$ cat config.mk
export PLATFORM = sky130hd
export DESIGN_NAME = iomem_timer
export DESIGN_NICKNAME = d
export VERILOG_FILES = /design/src/rtl/iomem_timer.sv
export SDC_FILE = /design/constraint.sdc
export NUM_CORES = 1
export LEC_CHECK = 0
export ABC_AREA = 1
export BUFFER_PORTS_ARGS = -buffer_cell sky130_fd_sc_hd__buf_2
export CORE_UTILIZATION = 45
export DETAILED_ROUTE_END_ITERATION = 8
export GPL_TIMING_DRIVEN = 0
export HOLD_SLACK_MARGIN = 0.06
export RECOVER_POWER = 100
export SETUP_SLACK_MARGIN = 0.3
export SYNTH_ARGS = -nofsm -noshare
export SYNTH_HDL_FRONTEND = slang
export SYNTH_SLANG_ARGS = --single-unit
export TNS_END_PERCENT = 1
$ cat constraint.sdc
create_clock -name clock -period 5.31 [get_ports clock]
set_clock_uncertainty 0.15 [all_clocks]
set_input_delay 1.062 -clock clock [delete_from_list [all_inputs] [get_ports clock]]
set_output_delay 1.062 -clock clock [all_outputs]
set_load 0.02 [all_outputs]
$ cat src/rtl/iomem_timer.sv
// ---------------------------------------------------------------------------
// iomem_timer
//
// Purpose:
//   Programmable 32-bit down-counting timer behind an iomem slave port.
//   A PRESCALE_W-bit prescaler produces a tick every PRESCALE+1 clocks while
//   enabled. Each tick decrements COUNT. A tick that finds COUNT already at
//   zero is an expire event. An expire event sets a sticky flag. It then
//   either reloads COUNT from RELOAD (auto mode) or stops the timer
//   (one-shot mode).
//
// Register map (address bits [7:2] decoded, bits [23:8] alias):
//   0x00 CTRL     bit0 en, bit1 auto, bit2 ie
//   0x04 PRESCALE prescaler compare value
//   0x08 RELOAD   auto-reload value
//   0x0C COUNT    live counter, writable
//   0x10 STATUS   bit0 flag, write-one-to-clear
//   others        read as zero, writes ignored
//
// Ports:
//   clock      in   single clock
//   reset      in   synchronous active-high reset, clears all state
//   valid      in   iomem request, held until ready is seen
//   ready      out  one-cycle acknowledge
//   address    in   byte address within the 0x04xx_xxxx window
//   write_data in   write data
//   wstrb      in   byte write strobes, all zero means read
//   read_data  out  registered read data, holds until the next access
//   irq        out  registered level interrupt, flag & ie
// ---------------------------------------------------------------------------
module iomem_timer #(
    parameter int PRESCALE_W = 16
) (
    input  logic        clock,
    input  logic        reset,
    input  logic        valid,
    output logic        ready,
    input  logic [23:0] address,
    input  logic [31:0] write_data,
    input  logic [3:0]  wstrb,
    output logic [31:0] read_data,
    output logic        irq
);

    localparam logic [5:0] REG_CTRL     = 6'h00;
    localparam logic [5:0] REG_PRESCALE = 6'h01;
    localparam logic [5:0] REG_RELOAD   = 6'h02;
    localparam logic [5:0] REG_COUNT    = 6'h03;
    localparam logic [5:0] REG_STATUS   = 6'h04;

    logic                  en_q, en_d;
    logic                  auto_q, auto_d;
    logic                  ie_q, ie_d;
    logic [PRESCALE_W-1:0] prescale_q, prescale_d;
    logic [31:0]           reload_q, reload_d;
    logic [31:0]           count_q, count_d;
    logic                  flag_q, flag_d;
    logic [PRESCALE_W-1:0] pc_q, pc_d;
    logic                  ready_q, ready_d;
    logic [31:0]           readData_q, readData_d;
    logic                  irq_q, irq_d;

    logic                  access;
    logic                  isWrite;
    logic [5:0]            regSel;
    logic                  ctrlWr, prescaleWr, reloadWr, countWr, statusWr;
    logic                  tick;
    logic                  expire;
    logic [31:0]           readMux;
    logic                  unusedAddr;

    // Only address bits [7:2] select a register; the rest alias the block.
    assign unusedAddr = ^{address[23:8], address[1:0]};

    // Replace only the bytes whose strobe is set.
    function automatic logic [31:0] mergeBytes(input logic [31:0] oldVal,
                                               input logic [31:0] newVal,
                                               input logic [3:0]  strb);
        logic [31:0] result;
        result = oldVal;
        for (int b = 0; b < 4; b++) begin
            if (strb[b]) begin
                result[8*b +: 8] = newVal[8*b +: 8];
            end
        end
        return result;
    endfunction

    // An access is accepted on the edge that raises ready. That is the
    // only edge on which writes commit and read data is captured.
    always_comb begin
        access     = valid && !ready_q;
        isWrite    = access && (wstrb != 4'b0000);
        regSel     = address[7:2];
        ctrlWr     = isWrite && (regSel == REG_CTRL);
        prescaleWr = isWrite && (regSel == REG_PRESCALE);
        reloadWr   = isWrite && (regSel == REG_RELOAD);
        countWr    = isWrite && (regSel == REG_COUNT);
        statusWr   = isWrite && (regSel == REG_STATUS);
    end

    // A tick that coincides with a COUNT write is discarded entirely, so it
    // cannot raise an expire event either.
    always_comb begin
        tick   = en_q && (pc_q == prescale_q);
        expire = tick && !countWr && (count_q == 32'd0);
    end

    // Read mux sees the pre-edge register values, so a read that shares an
    // edge with an internal update returns the old value.
    always_comb begin
        readMux = 32'd0;
        case (regSel)
            REG_CTRL:     readMux = {29'd0, ie_q, auto_q, en_q};
            REG_PRESCALE: readMux = 32'(prescale_q);
            REG_RELOAD:   readMux = reload_q;
            REG_COUNT:    readMux = count_q;
            REG_STATUS:   readMux = {31'd0, flag_q};
            default:      readMux = 32'd0;
        endcase
    end

    // Next-state logic. Later assignments take priority: a bus write beats
    // the one-shot auto-clear of en, a COUNT write beats a tick, and an
    // expire event beats a STATUS clear.
    always_comb begin
        en_d       = en_q;
        auto_d     = auto_q;
        ie_d       = ie_q;
        prescale_d = prescale_q;
        reload_d   = reload_q;
        count_d    = count_q;
        flag_d     = flag_q;
        pc_d       = pc_q;

        if (en_q) begin
            pc_d = tick ? '0 : pc_q + 1'b1;
        end

        if (tick) begin
            if (count_q != 32'd0) begin
                count_d = count_q - 32'd1;
            end else if (auto_q) begin
                count_d = reload_q;
            end
        end

        if (expire && !auto_q) begin
            en_d = 1'b0;
        end

        if (ctrlWr && wstrb[0]) begin
            en_d   = write_data[0];
            auto_d = write_data[1];
            ie_d   = write_data[2];
            if (!en_q && write_data[0]) begin
                pc_d = '0;
            end
        end

        if (prescaleWr) begin
            prescale_d = PRESCALE_W'(mergeBytes(32'(prescale_q), write_data, wstrb));
        end

        if (reloadWr) begin
            reload_d = mergeBytes(reload_q, write_data, wstrb);
        end

        if (countWr) begin
            count_d = mergeBytes(count_q, write_data, wstrb);
            pc_d    = '0;
        end

        if (statusWr && wstrb[0] && write_data[0]) begin
            flag_d = 1'b0;
        end
        if (expire) begin
            flag_d = 1'b1;
        end
    end

    // Bus-side outputs and interrupt. irq uses the next-state flag and ie,
    // so it changes on the same edge as they do but comes straight from a
    // flop.
    always_comb begin
        ready_d    = valid && !ready_q;
        readData_d = access ? readMux : readData_q;
        irq_d      = flag_d && ie_d;
    end

    // All state, including pending handshakes, is cleared by reset.
    always_ff @(posedge clock) begin
        if (reset) begin
            en_q       <= 1'b0;
            auto_q     <= 1'b0;
            ie_q       <= 1'b0;
            prescale_q <= '0;
            reload_q   <= 32'd0;
            count_q    <= 32'd0;
            flag_q     <= 1'b0;
            pc_q       <= '0;
            ready_q    <= 1'b0;
            readData_q <= 32'd0;
            irq_q      <= 1'b0;
        end else begin
            en_q       <= en_d;
            auto_q     <= auto_d;
            ie_q       <= ie_d;
            prescale_q <= prescale_d;
            reload_q   <= reload_d;
            count_q    <= count_d;
            flag_q     <= flag_d;
            pc_q       <= pc_d;
            ready_q    <= ready_d;
            readData_q <= readData_d;
            irq_q      <= irq_d;
        end
    end

    assign ready     = ready_q;
    assign read_data = readData_q;
    assign irq       = irq_q;

endmodule

Word-level counts from Yosys, hierarchy flattened
Index checks and enable logic that the tools add are counted.
Storage, ports and cells
  bits in registers: 134
  input port bits: 63
  output and inout port bits: 34
  word-level logic and storage cells: 85
Operators by class
  $add $sub $neg: 2
  equality and inequality tests: 9
  muxes and demuxes: 18
  reduce and logical (&&, ||, !) cells: 38
Operator list (number)
  32-bit case mux with 5 select lines: 1
  32-bit 2-to-1 mux: 4
  16-bit 2-to-1 mux: 4
  32-bit zero test: 1
  8-bit 2-to-1 mux: 4
  32-bit nonzero test: 1
  32-bit by 1-bit subtractor with 32-bit output, second input constant: 1
  16-bit by 1-bit adder with 16-bit output, second input constant: 1
  16-bit equality test: 1
  1-bit logical AND: 16
  6-bit by 2-bit equality test with 1-bit output, second input constant: 2
  2-bit AND reduction: 6
  3-bit AND reduction: 4
  2-bit != test, second input constant: 4
  6-bit by 1-bit equality test with 1-bit output, second input constant: 1
  6-bit by 3-bit equality test with 1-bit output, second input constant: 1
  6-bit zero test: 1
  1-bit 2-to-1 mux: 5
  1-bit zero test: 4
  2-bit nonzero test: 2
  4-bit nonzero test: 1
  3-bit nonzero test: 1
  2-bit OR reduction: 1

Logic depth before layout (Yosys ltp)
Gate-level depths: netlist of run 1.
  depth after elaboration: 10
  gate-level depth with buffers: 16
  depth with buffers taken out: 15

Worst setup path before layout of run 1
OpenSTA, ideal clock, no wires.
  kind: input port to flip-flop
  start: in address[7]
  end: reg count_q[22]
  library setup time: 113 ps
  arrival time: 2262 ps
  required time: 5047 ps
  slack: 2785 ps
  cell stages on the path: 11
  path buffers: 1
  path through: nor2_2 nand2_2 nor2_4 nand2_4 clkinv_2 nand2_1 a21oi_2 buf_6 nand2_2 nand2_1 nor2_1
Between the ends
  longest elaborated chain between the ends: 4
  elaborated cells between the ends (all ways): 7
  classes of those cells: eq/ne (2); mux (1); reduce/logical (4)
RTL lines
  start: declaration: line 38  | input logic [23:0] address,
  6-bit by 2-bit equality test with 1-bit output *: line 98  | countWr = isWrite && (regSel == REG_COUNT);
  1-bit logical AND *: line 98
  2-bit != test (no line) (tied with other cells)
  3-bit AND reduction (no line)
  end signal: assignment: line 211  | count_q <= count_d;
  end: declaration: line 56  | logic [31:0] count_q, count_d;
Mark *: on every way between the ends. The rest lies on a longest branch, timed or not.
A chain may end at the register's enable or synchronous reset.

Final worst setup path of run 1
  start: in valid
  end: reg count_q[21]
Between the ends
  longest elaborated chain between the ends: 5
  elaborated cells between the ends (all ways): 8
  classes of those cells: eq/ne (1); mux (1); reduce/logical (6)
RTL lines
  start: declaration: line 36  | input logic valid,
  1-bit logical AND *: line 92  | access = valid && !ready_q;
  1-bit logical AND *: line 93  | isWrite = access && (wstrb != 4'b0000);
  1-bit logical AND *: line 98
  2-bit != test (no line) (tied with other cells)
  3-bit AND reduction (no line)
Marks and branches as above.

==> flow_metrics.py, run 1 <==
metrics = {
    "synthesis": {
        "ys.flop_type": "dfxtp_1",
        "ys_types": 47,
        "ys_seq_elements": 134,
        "synth_edf_count": 0,
        "netlist_instances": 1205,
        "async_flop_share": 0,
        "yosysSeqAreaShare": 0.347,
        "yosysWarnings": 0,
        "synth_area_sq_mm": 0.00772,
        "syn_area_per_cell_sq_um": 6.41,
        "synth.net_count": 1271,
    },
    "sta": {
        "final.setup.tns_ns": 0,
        "setup_viol": 0,
        "drv_slew": 0,
        "hold_violations": 0,
        "fmax_ghz": 0.259,
        "relSlewSlack": 0.289,
        "finalCritPeriodShare": 0.727,
        "fin_crit_ns": 3.86,
        "tightest_slew_ns": 1.06,
        "rsz0062_at_grt": "no",
    },
    "pwr": {
        "p_int_uw": 1730,
        "comb_power_share": 0.045,
        "switching_share": 0.234,
        "p_per_area_mw_per_mm2": 256,
        "total_power_uw": 2260,
        "peakVddDrop_mv": 0.202,
        "p_sw_uw": 528,
        "leakagePower_uw": 0.00383,
        "clkPwrFrac": 0.508,
        "seq_power_share": 0.447,
    },
    "grt": {
        "grt_start_max_net_pins": 17,
        "grt_pass1_vias": 7122,
        "track_usage": 0.289,
        "antenna_found_initial": 0,
        "grt-ovfl-total": 0,
        "grt_pass1_wl_um": 39000,
    },
    "floorplanning": {
        "floorplan.initialDensity": 0.464,
        "die_width_um": 133,
        "num_rows": 47,
        "fp.dieH_um": 133,
        "placeableCoreArea_sq_mm": 0.0166,
        "ios": 97,
        "dieArea_sq_mm": 0.0177,
    },
    "routing": {
        "drtPass1Iterations": 5,
        "wl_um": 24900,
        "drt-initial-drc-count": 639,
        "vias": 8016,
        "drcViolationCount": 0,
        "ant_nets": 0,
        "drt-wirelength-per-cell_um": 16.2,
        "post_drt_via_cell_ratio": 5.23,
    },
    "worst_setup_path": {
        "crit_type": "in -> reg",
        "endpoint_kind": "register",
        "reg2reg_from": "ready$_SDFF_PP0_",
        "cp_cell_sequence": "buf_2 > nand2_1 > a21oi_1 > nand2_1 > clkinvlp_2 > nor2_1 > clkbuf_1 > nand2_1 > nand3_1 > nand2_1 > nand2_1 > nor2_1",
        "required_ns": 5.48,
        "r2r_slack_ns": 1.82,
        "cp_max_fo": 10,
        "critPathTopFamily": "simple AND/OR/NAND/NOR gates",
        "cp_num_cells": 12,
        "arrival_ns": 4.03,
        "worstReg2RegEnd": "count_q[21]$_SDFFE_PP0P_",
        "cp-start-kind": "input pin",
        "slowest_stage": "clkinvlp_2",
        "slowest_delay_ns": 0.57,
        "r2r_cells": 12,
        "critical_path.most_common_cell": "nand2_1",
        "crit_buf_inv": 3,
    },
    "placement": {
        "placed_area_sq_mm": 0.00839,
        "hpwl_um": 19100,
        "place_congestion": 0.895,
        "portBuffers": 78,
        "post-place-cells": 1503,
    },
    "min_path": {
        "min_from": "read_data[16]$_SDFFE_PP0N_",
        "min_to": "read_data[16]$_SDFFE_PP0N_",
        "min_delay_path_depth": 2,
        "worst_hold_path_type": "reg -> reg",
    },
    "clock_network": {
        "numCtsBuffers": 17,
        "cts_tree": "done",
        "cts_resized": 0,
        "cts_setup_buffers": 0,
        "clock-sinks": 134,
        "clkLatencyLatePin_ns": 0.42,
        "clk_pin_slew_worst_paths_ns": 0.06,
        "clockBufferDepth": 2,
        "cts-root-buf": "clkbuf_16",
        "htreeDepth": 4,
        "cts_hold_buffers": 0,
    },
    "layout": {
        "diodes": 0,
        "fin_nets": 1368,
        "final_cells": 1533,
        "fillers": 1808,
        "final_layout_size_suffix_gt1_frac": 0.104,
        "final_area_sq_mm": 0.00882,
        "ff_latch_area_sq_mm": 0.00268,
        "multi_input_area_sq_mm": 0.00420,
        "area_growth_pct": 14.2,
    },
    "outcome": {
        "outcome": "finished, final reports clean",
    },
    "flow_run": {
        "drv_cap": 0,
    },
}
## synth_stat cells (3+ instances only)
master / instances / area share
buf_1: 7 / 0.0034
nand3_1: 59 / 0.038
inv_2: 8 / 0.0039
a211oi_1: 19 / 0.018
nor3_2: 4 / 0.0052
a22oi_1: 3 / 0.0029
a21oi_1: 77 / 0.050
o22ai_1: 26 / 0.021
o21ai_0: 59 / 0.038
nand4_1: 14 / 0.011
nand2_2: 9 / 0.0073
ha_1: 3 / 0.0049
o221ai_1: 4 / 0.0045
nand2_1: 318 / 0.15
or2_2: 17 / 0.014
o211ai_1: 8 / 0.0078
buf_2: 12 / 0.0078
clkbuf_1: 21 / 0.010
nor2_2: 14 / 0.011
xor2_1: 26 / 0.029
inv_1: 135 / 0.066
dfxtp_1: 134 / 0.35
nor3_1: 12 / 0.0078
nor2_4: 5 / 0.0073
nor2_1: 182 / 0.088
## final cells by class
class,instances,share of cell area
plain buffers,46,0.0244
clock buffers,20,0.0506
clock inverters,10,0.0122
inverters,145,0.0618
multi-input cells,880,0.476
flip-flops and latches,134,0.304
well taps,220,0.0312
repair buffers,78,0.0394
## state kept, by name, indices dropped and copies added, names as in the netlist
register,count
pc_q,16
reload_q,32
prescale_q,16
ready,1
en_q,1
flag_q,1
read_data,32
count_q,32
ie_q,1
auto_q,1
irq,1
## cell families (layout without fill, tap and decap cells)
kind of cell               Yosys count  after routing  synth area share
xor gates and xnor gates            27             27            0.0306
DFF                                134            134             0.347
and+or+nand+nor                    645            645             0.363
AOI/OAI and AO/OA                  205            205             0.154
buffers and inverters              191            299             0.100
adders and majority gates            3              3           0.00486
## layout by cell type (no fill, tap or decap), types with 2 or more instances in the layout
master	n
nand3_1	59
xor2_1	26
o21ai_0	59
a211oi_1	19
nor2_4	4
nor2_2	12
buf_1	4
nor2_8	2
nand3b_1	2
or2_2	17
a22oi_1	3
o22ai_1	26
nor2_1	185
o211ai_1	9
a21oi_1	80
nand2_1	321
bufinv_16	2
clkbuf_16	17
clkbuf_8	3
nand2_2	7
nand4_1	14
o21bai_1	2
buf_2	50
inv_2	6
clkbuf_1	67
dfxtp_1	134
o221ai_1	4
clkinv_2	5
inv_1	137
nor3_1	15
buf_4	2
ha_1	3
clkinvlp_4	3
## worst max-delay path by stage
stage	to	start	slack [ns]
6_report	count_q[21]$_SDFFE_PP0P_	valid	1.45
4_1_cts	reload_q[21]$_SDFFE_PP0P_	valid	2.45
2_1_floorplan	count_q[22]$_SDFFE_PP0P_	address[7]	2.79
3_3_place_gp	reload_q[21]$_SDFFE_PP0P_	valid	2.01
3_5_place_dp	reload_q[21]$_SDFFE_PP0P_	valid	2.02
5_1_grt	count_q[28]$_SDFFE_PP0P_	address[7]	1.23
## metrics by stage
step            util  worst slack (ns)  hold slack (ns)
2_1_floorplan      -              2.79            0.289
3_3_place_gp   0.504              2.01            0.300
3_5_place_dp   0.504              2.02            0.302
4_1_cts        0.537              2.45            0.310
5_1_grt        0.530              1.23            0.330
6_report       0.530              1.45            0.312
## power by group through the flow
stage               Combinational [uW]  Sequential, uW  Clock, uW
floorplan                         53.1            1030          0
global placement                   105            1030          0
detailed placement                 105            1030          0
CTS                                105            1010       1160
global route                       112            1010       1210
finish                             102            1010       1150
## layer usage
metal	GRT usage	vias to the layer above	part of all wire
met2	0.424	280	0.41
li1	-	4061	-
met4	0.102	0	0.021
met3	0.0494	43	0.068
met1	0.423	3632	0.50
met5	0	-	0
## worst reg2reg max path, cell delays in order (launching register included)
cell	delay, ns
dfxtp_1	0.33
inv_1	0.04
nand2_1	0.32
a21oi_1	0.16
nand2_1	0.43
clkinvlp_2	0.58
nor2_1	0.44
clkbuf_1	0.54
nand2_1	0.13
nand3_1	0.09
nand2_1	0.05
nand2_1	0.09
nor2_1	0.04
Power figures use the tool's default switching activity.
==> inputs of run 2 (changes only) <==
--- a/config.mk
+++ b/config.mk
@@ -5,12 +5,13 @@
 export SDC_FILE = /design/constraint.sdc
 export NUM_CORES = 1
 export LEC_CHECK = 0
-export ABC_AREA = 1
+export ABC_AREA = 0
 export BUFFER_PORTS_ARGS = -buffer_cell sky130_fd_sc_hd__buf_2
 export CORE_UTILIZATION = 45
 export DETAILED_ROUTE_END_ITERATION = 8
 export GPL_TIMING_DRIVEN = 0
 export HOLD_SLACK_MARGIN = 0.06
+export PLACE_DENSITY = 0.68
 export RECOVER_POWER = 100
 export SETUP_SLACK_MARGIN = 0.3
 export SYNTH_ARGS = -nofsm -noshare
==> constraint.sdc (replaced) <==
create_clock -name clock -period 3.5 [get_ports clock]
set_clock_uncertainty 0.15 [all_clocks]
set_input_delay 0.7 -clock clock [delete_from_list [all_inputs] [get_ports clock]]
set_output_delay 0.7 -clock clock [all_outputs]
set_load 0.02 [all_outputs]
==> flow_metrics.py, run 2 <==
metrics = {
    "placement": {
        "hpwl_um": 15700,
        "place_congestion": 0.902,
        "portBuffers": 77,
        "post-place-cells": 1089,
    },
    "layout": {
        "diodes": 0,
        "most-common-layout-cells": "nor2_1 (157), dfxtp_1 (134), clkbuf_1 (82)",
        "fin_nets": 986,
        "final_layout_size_suffix_gt1_frac": 0.116,
        "area_growth_pct": 17.2,
        "final_common_cell": "nor2_1",
        "final_cells": 1121,
    },
    "floorplanning": {
        "dieArea_sq_mm": 0.0160,
        "placeableCoreArea_sq_mm": 0.0151,
        "ios": 97,
        "fp.dieH_um": 126,
        "die_width_um": 126,
        "num_rows": 45,
        "floorplan.initialDensity": 0.460,
    },
    "sta": {
        "fmax_ghz": 0.304,
        "finalCritPeriodShare": 0.940,
        "holdWs_ns": 0.352,
        "tightest_slew_ns": 1.22,
        "hold_violations": 0,
        "rsz0062_at_grt": "yes",
        "fin_crit_ns": 3.29,
        "relSlewSlack": 0.178,
        "setup_viol": 0,
        "drv_slew": 0,
    },
    "grt": {
        "antenna_found_initial": 0,
        "grt_pass1_vias": 6357,
        "grt_pass1_wl_um": 34700,
        "grt-ovfl-total": 0,
        "grt_start_max_net_pins": 17,
        "track_usage": 0.283,
    },
    "clock_network": {
        "htreeDepth": 4,
        "clock-sinks": 134,
        "numCtsBuffers": 17,
        "clk_pin_slew_worst_paths_ns": 0.06,
        "clkLatencyLatePin_ns": 0.43,
        "cts_setup_buffers": 0,
        "cts_tree": "done",
        "clockBufferDepth": 2,
        "cts-root-buf": "clkbuf_16",
    },
    "worst_setup_path": {
        "startpoint": "count_q[16]$_SDFFE_PP0P_",
        "worstReg2RegEnd": "count_q[29]$_SDFFE_PP0P_",
        "cp_max_fo": 10,
        "arrival_ns": 3.44,
        "endpoint": "count_q[29]$_SDFFE_PP0P_",
        "r2r_slack_ns": 0.21,
        "r2r_cells": 8,
        "reg2reg_from": "count_q[16]$_SDFFE_PP0P_",
        "required_ns": 3.65,
        "crit_type": "reg -> reg",
        "endpoint_kind": "register",
        "cp-start-kind": "register",
    },
    "pwr": {
        "leakagePower_uw": 0.00323,
        "clkPwrFrac": 0.503,
        "p_int_uw": 2700,
        "total_power_uw": 3580,
        "peakVddDrop_mv": 0.322,
        "p_per_area_mw_per_mm2": 439,
        "p_sw_uw": 880,
        "seq_power_share": 0.428,
        "comb_power_share": 0.070,
        "switching_share": 0.246,
    },
    "synthesis": {
        "syn_area_per_cell_sq_um": 8.46,
        "synth_top_cells_by_count": "nor2_1 (157), dfxtp_1 (134), mux2i_1 (51), nand2_1 (48), clkbuf_1 (45)",
        "ys_seq_elements": 134,
        "yosysTopAreaCell": "dfxtp_1",
        "ys.flop_type": "dfxtp_1",
        "synth_area_sq_mm": 0.00697,
        "async_flop_share": 0,
        "synthMostInstantiatedCell": "nor2_1",
        "netlist_instances": 824,
        "synth.net_count": 890,
        "synth_edf_count": 0,
        "yosysWarnings": 0,
        "yosysSeqAreaShare": 0.385,
        "ys_top_cells_by_area": "dfxtp_1 (38%), nor2_1 (8.5%), mux2i_1 (7.3%)",
        "ys_types": 61,
        "synth_top_area_frac": 0.385,
    },
    "flow_run": {
        "drv_cap": 0,
    },
    "routing": {
        "wl_um": 22100,
        "ant_nets": 0,
        "post_drt_via_cell_ratio": 6.07,
        "drt-wirelength-per-cell_um": 19.7,
        "drcViolationCount": 0,
        "drt-initial-drc-count": 598,
        "drtPass1Iterations": 7,
        "vias": 6809,
    },
    "outcome": {
        "outcome": "finished, final reports clean",
    },
    "min_path": {
        "worst_hold_path_type": "reg -> reg",
    },
}
==> run 2: changes by cell type after synthesis, moves of 25 or more <==
cell,change
xnor2_1,+28
a21oi_1,-58
o21ai_0,-40
a22o_1,+29
inv_1,-123
nor2_1,-25
mux2i_1,+51
nand3_1,-39
a22oi_1,+30
nand2_1,-270
==> run 2: per-stage QoR <==
step	area, sq um	worst slack (ns)	setup TNS (ns)	utilization
after floorplan	6970	0.429	0	-
after global placement	7590	-0.352	-7.62	0.501
after detailed placement	7590	-0.400	-7.95	0.501
after CTS	8210	0.133	0	0.542
after global routing	8160	0.0684	0	0.539
final	8160	0.209	0	0.539
==> run 2: area by class of cell <==
type	count	area (sq um)
clock inverters	12	125
fillers	1479	6980
flip-flops and latches	134	2680
multi-input cells	620	4030
well taps	188	235
inverters	12	45.0
clock buffers	20	467
plain buffers	58	239
repair buffers	77	340
==> run 2: worst min path at each step <==
stage                                     from                         end  slack (ns)  cells after the start
floorplan             reload_q[8]$_SDFFE_PP0P_    reload_q[8]$_SDFFE_PP0P_        0.31                      2
global placement      reload_q[8]$_SDFFE_PP0P_    reload_q[8]$_SDFFE_PP0P_        0.33                      2
detailed placement    count_q[31]$_SDFFE_PP0P_    count_q[31]$_SDFFE_PP0P_        0.34                      2
CTS                   count_q[31]$_SDFFE_PP0P_    count_q[31]$_SDFFE_PP0P_        0.35                      2
global route        read_data[19]$_SDFFE_PP0N_  read_data[19]$_SDFFE_PP0N_        0.38                      2
finish                count_q[31]$_SDFFE_PP0P_    count_q[31]$_SDFFE_PP0P_        0.35                      2
==> run 2: cell families (layout without fill, tap and decap cells) <==
kind of cell | after synthesis | count (layout) | share of synthesized area
flops | 134 | 134 | 0.385
buf+inv | 70 | 179 | 0.0409
fa+ha+maj | 3 | 3 | 0.00539
simple gates | 330 | 330 | 0.223
compound gates | 181 | 181 | 0.195
mux | 65 | 65 | 0.0991
xor+xnor | 41 | 41 | 0.0515
==> run 2: metal layers <==
metal	track usage	wire length (um)	vias up
met3	0.0590	1490	47
met4	0.140	809	0
met1	0.376	9930	3268
li1	-	-	3202
met5	0	0	-
met2	0.435	9840	292
==> run 2: power by group through the flow <==
stage	Clock (uW)	Combinational, uW	Sequential [uW]
2_1_floorplan	0	133	1570
3_3_place_gp	0	239	1570
3_5_place_dp	0	241	1570
4_1_cts	1810	244	1530
5_1_grt	1880	268	1530
6_report	1800	249	1530
==> run 2: critical path, stage by stage (launching register included) <==
cell and delay (ns):
dfxtp_1 0.37, or4_4 0.57, or4_1 0.47, buf_2 0.19, or4_1 0.61, a31o_1 0.31, clkbuf_2 0.22, o22ai_1 0.18
o22ai_1 0.09
==> run 2: repair_timing <==
item | CTS | global route
setup endpoints to repair | 33 | 66
cloned | 0 | 0
pin swaps | 0 | 1
gates resized for setup | 4 | 12
hold buffers | 0 | 0
==> inputs of run 3 (changes only) <==
--- a/config.mk
+++ b/config.mk
@@ -11,7 +11,7 @@
 export DETAILED_ROUTE_END_ITERATION = 8
 export GPL_TIMING_DRIVEN = 0
 export HOLD_SLACK_MARGIN = 0.06
-export PLACE_DENSITY = 0.68
+export PLACE_DENSITY = 0.65
 export RECOVER_POWER = 100
 export SETUP_SLACK_MARGIN = 0.3
 export SYNTH_ARGS = -nofsm -noshare
==> constraint.sdc (replaced) <==
create_clock -name clock -period 4 [get_ports clock]
set_clock_uncertainty 0.15 [all_clocks]
set_input_delay 0.8 -clock clock [delete_from_list [all_inputs] [get_ports clock]]
set_output_delay 0.8 -clock clock [all_outputs]
set_load 0.02 [all_outputs]
==> flow_metrics.py, run 3 (same netlist as run 2, synthesis figures left out) <==
metrics = {
    "sta": {
        "fin_crit_ns": 3.82,
        "holdWs_ns": 0.355,
        "fmax_ghz": 0.262,
        "fin_ws_ns": 0.183,
        "setup_viol": 0,
        "drv_slew": 9,
        "tightest_slew_ns": 1.94,
        "finalCritPeriodShare": 0.954,
        "relSlewSlack": -0.304,
        "hold_violations": 0,
        "rsz0062_at_grt": "yes",
    },
    "floorplanning": {
        "placeableCoreArea_sq_mm": 0.0151,
        "fp.dieH_um": 126,
        "dieArea_sq_mm": 0.0160,
        "die_width_um": 126,
        "ios": 97,
        "floorplan.initialDensity": 0.460,
        "num_rows": 45,
    },
    "worst_setup_path": {
        "slowest_stage": "nor4_1",
        "slowest_delay_ns": 0.92,
        "required_ns": 4.23,
        "arrival_ns": 4.05,
        "critical_path.most_common_cell": "nor4_1",
        "cp_cell_sequence": "nor4_1 > nand4_1 > nor4_1 > o41ai_1 > buf_2 > o311ai_0 > o211a_1",
        "r2r_cells": 7,
        "crit_type": "reg -> reg",
        "endpoint_kind": "register",
        "worstReg2RegEnd": "count_q[15]$_SDFFE_PP0P_",
        "cp_max_fo": 10,
        "reg2reg_from": "count_q[2]$_SDFFE_PP0P_",
        "cp-start-kind": "register",
        "r2r_slack_ns": 0.18,
    },
    "routing": {
        "wl_um": 22100,
        "ant_nets": 0,
        "drt-wirelength-per-cell_um": 19.8,
        "post_drt_via_cell_ratio": 6.07,
        "drtPass1Iterations": 8,
        "drcViolationCount": 0,
        "vias": 6799,
        "drt-initial-drc-count": 712,
    },
    "clock_network": {
        "htreeDepth": 4,
        "clk_pin_slew_worst_paths_ns": 0.06,
        "numCtsBuffers": 17,
        "clock-sinks": 134,
        "cts_tree": "done",
        "clkLatencyLatePin_ns": 0.44,
        "clockBufferDepth": 2,
        "cts-root-buf": "clkbuf_16",
    },
    "grt": {
        "grt-ovfl-total": 0,
        "grt_start_max_net_pins": 17,
        "grt_pass1_wl_um": 34600,
        "grt_pass1_vias": 6297,
        "track_usage": 0.285,
        "antenna_found_initial": 0,
    },
    "pwr": {
        "p_per_area_mw_per_mm2": 391,
        "seq_power_share": 0.421,
        "peakVddDrop_mv": 0.295,
        "switching_share": 0.244,
        "leakagePower_uw": 0.00320,
        "clkPwrFrac": 0.511,
        "p_sw_uw": 777,
        "total_power_uw": 3190,
        "comb_power_share": 0.068,
        "p_int_uw": 2410,
    },
    "layout": {
        "most-common-layout-cells": "nor2_1 (157), dfxtp_1 (134), clkbuf_1 (86)",
        "final_cells": 1120,
        "final_common_cell": "nor2_1",
        "final_area_sq_mm": 0.00815,
        "final_layout_size_suffix_gt1_frac": 0.109,
        "area_growth_pct": 16.9,
        "fin_nets": 986,
        "diodes": 0,
    },
    "outcome": {
        "outcome": "complete, but fails checks",
        "violations": "capacitance limit, slew limit",
    },
    "min_path": {
        "min_to": "read_data[10]$_SDFFE_PP0N_",
        "min_from": "read_data[10]$_SDFFE_PP0N_",
        "min_delay_path_depth": 2,
        "worst_hold_path_type": "reg -> reg",
    },
    "placement": {
        "hpwl_um": 15800,
        "post-place-cells": 1089,
        "preCtsSetupSlack_ns": -0.0325,
        "placed_area_sq_mm": 0.00759,
        "portBuffers": 77,
        "place_congestion": 0.886,
    },
    "flow_run": {
        "drv_cap": 1,
    },
}
-- run 3: changes by cell type in the layout (fill, tap and decap cells not counted), moves of 2 or more --
cell	delta
mux2_2	+2
clkinv_4	+3
clkbuf_2	-4
inv_6	-2
clkinv_2	-2
clkbuf_1	+4
nor4_1	+3
nor4_2	-2
mux2_1	-2
-- run 3: power groups by stage --
stage	combinational (uW)	clock (uW)	sequential, uW
finish	216	1630	1340
global route	232	1690	1340
CTS	212	1640	1340
detailed placement	210	0	1370
global placement	210	0	1370
floorplan	116	0	1370
-- run 3: area by class of cell --
cell class                 instances  area, sq um
fill                            1459         7000
multi-input combinational        620         4000
sequential                       134         2680
clock buffer                      19          453
timing repair buffer              77          340
buffer                            58          238
tap                              188          235
clock inverter                    12          154
inverter                          12         45.0
-- run 3: worst max path at each step --
stage | startpoint | end | slack (ns) | cells after the start
floorplan | address[5] | pc_q[10]$_SDFF_PP0_ | 0.83 | 7
global placement | address[5] | count_q[8]$_SDFFE_PP0P_ | -0.03 | 9
detailed placement | address[5] | count_q[8]$_SDFFE_PP0P_ | -0.03 | 9
CTS | count_q[2]$_SDFFE_PP0P_ | count_q[15]$_SDFFE_PP0P_ | 0.39 | 7
global route | count_q[2]$_SDFFE_PP0P_ | count_q[15]$_SDFFE_PP0P_ | 0.11 | 7
finish | count_q[2]$_SDFFE_PP0P_ | count_q[15]$_SDFFE_PP0P_ | 0.18 | 7
-- run 3: metrics by stage --
step,utilization,TNS (ns)
after detailed placement,0.501,-0.0325
after CTS,0.541,0
final,0.538,0
after floorplan,-,0
after global routing,0.538,0
after global placement,0.501,-0.0310
-- run 3: timing repair --
item                       4_1_cts  5_1_grt
setup buffers                    0        0
setup endpoints to repair        0       21
hold buffers                     0        0
resized for setup                0        2
-- run 3: routing by layer --
metal | GRT usage | wire length [um] | up-vias
met5 | 0 | 0 | -
met2 | 0.429 | 9890 | 305
met1 | 0.395 | 9940 | 3254
met3 | 0.0650 | 1810 | 38
met4 | 0.109 | 476 | 0
li1 | - | - | 3202
-- run 3: worst max-delay path: cells and delay by family (launching register included) --
| kind | cells | cell delay (ns) |
|---|---|---|
| buf+inv | 1 | 0.30 |
| flops | 1 | 0.37 |
| compound gates | 3 | 0.69 |
| simple gates | 3 | 2.26 |
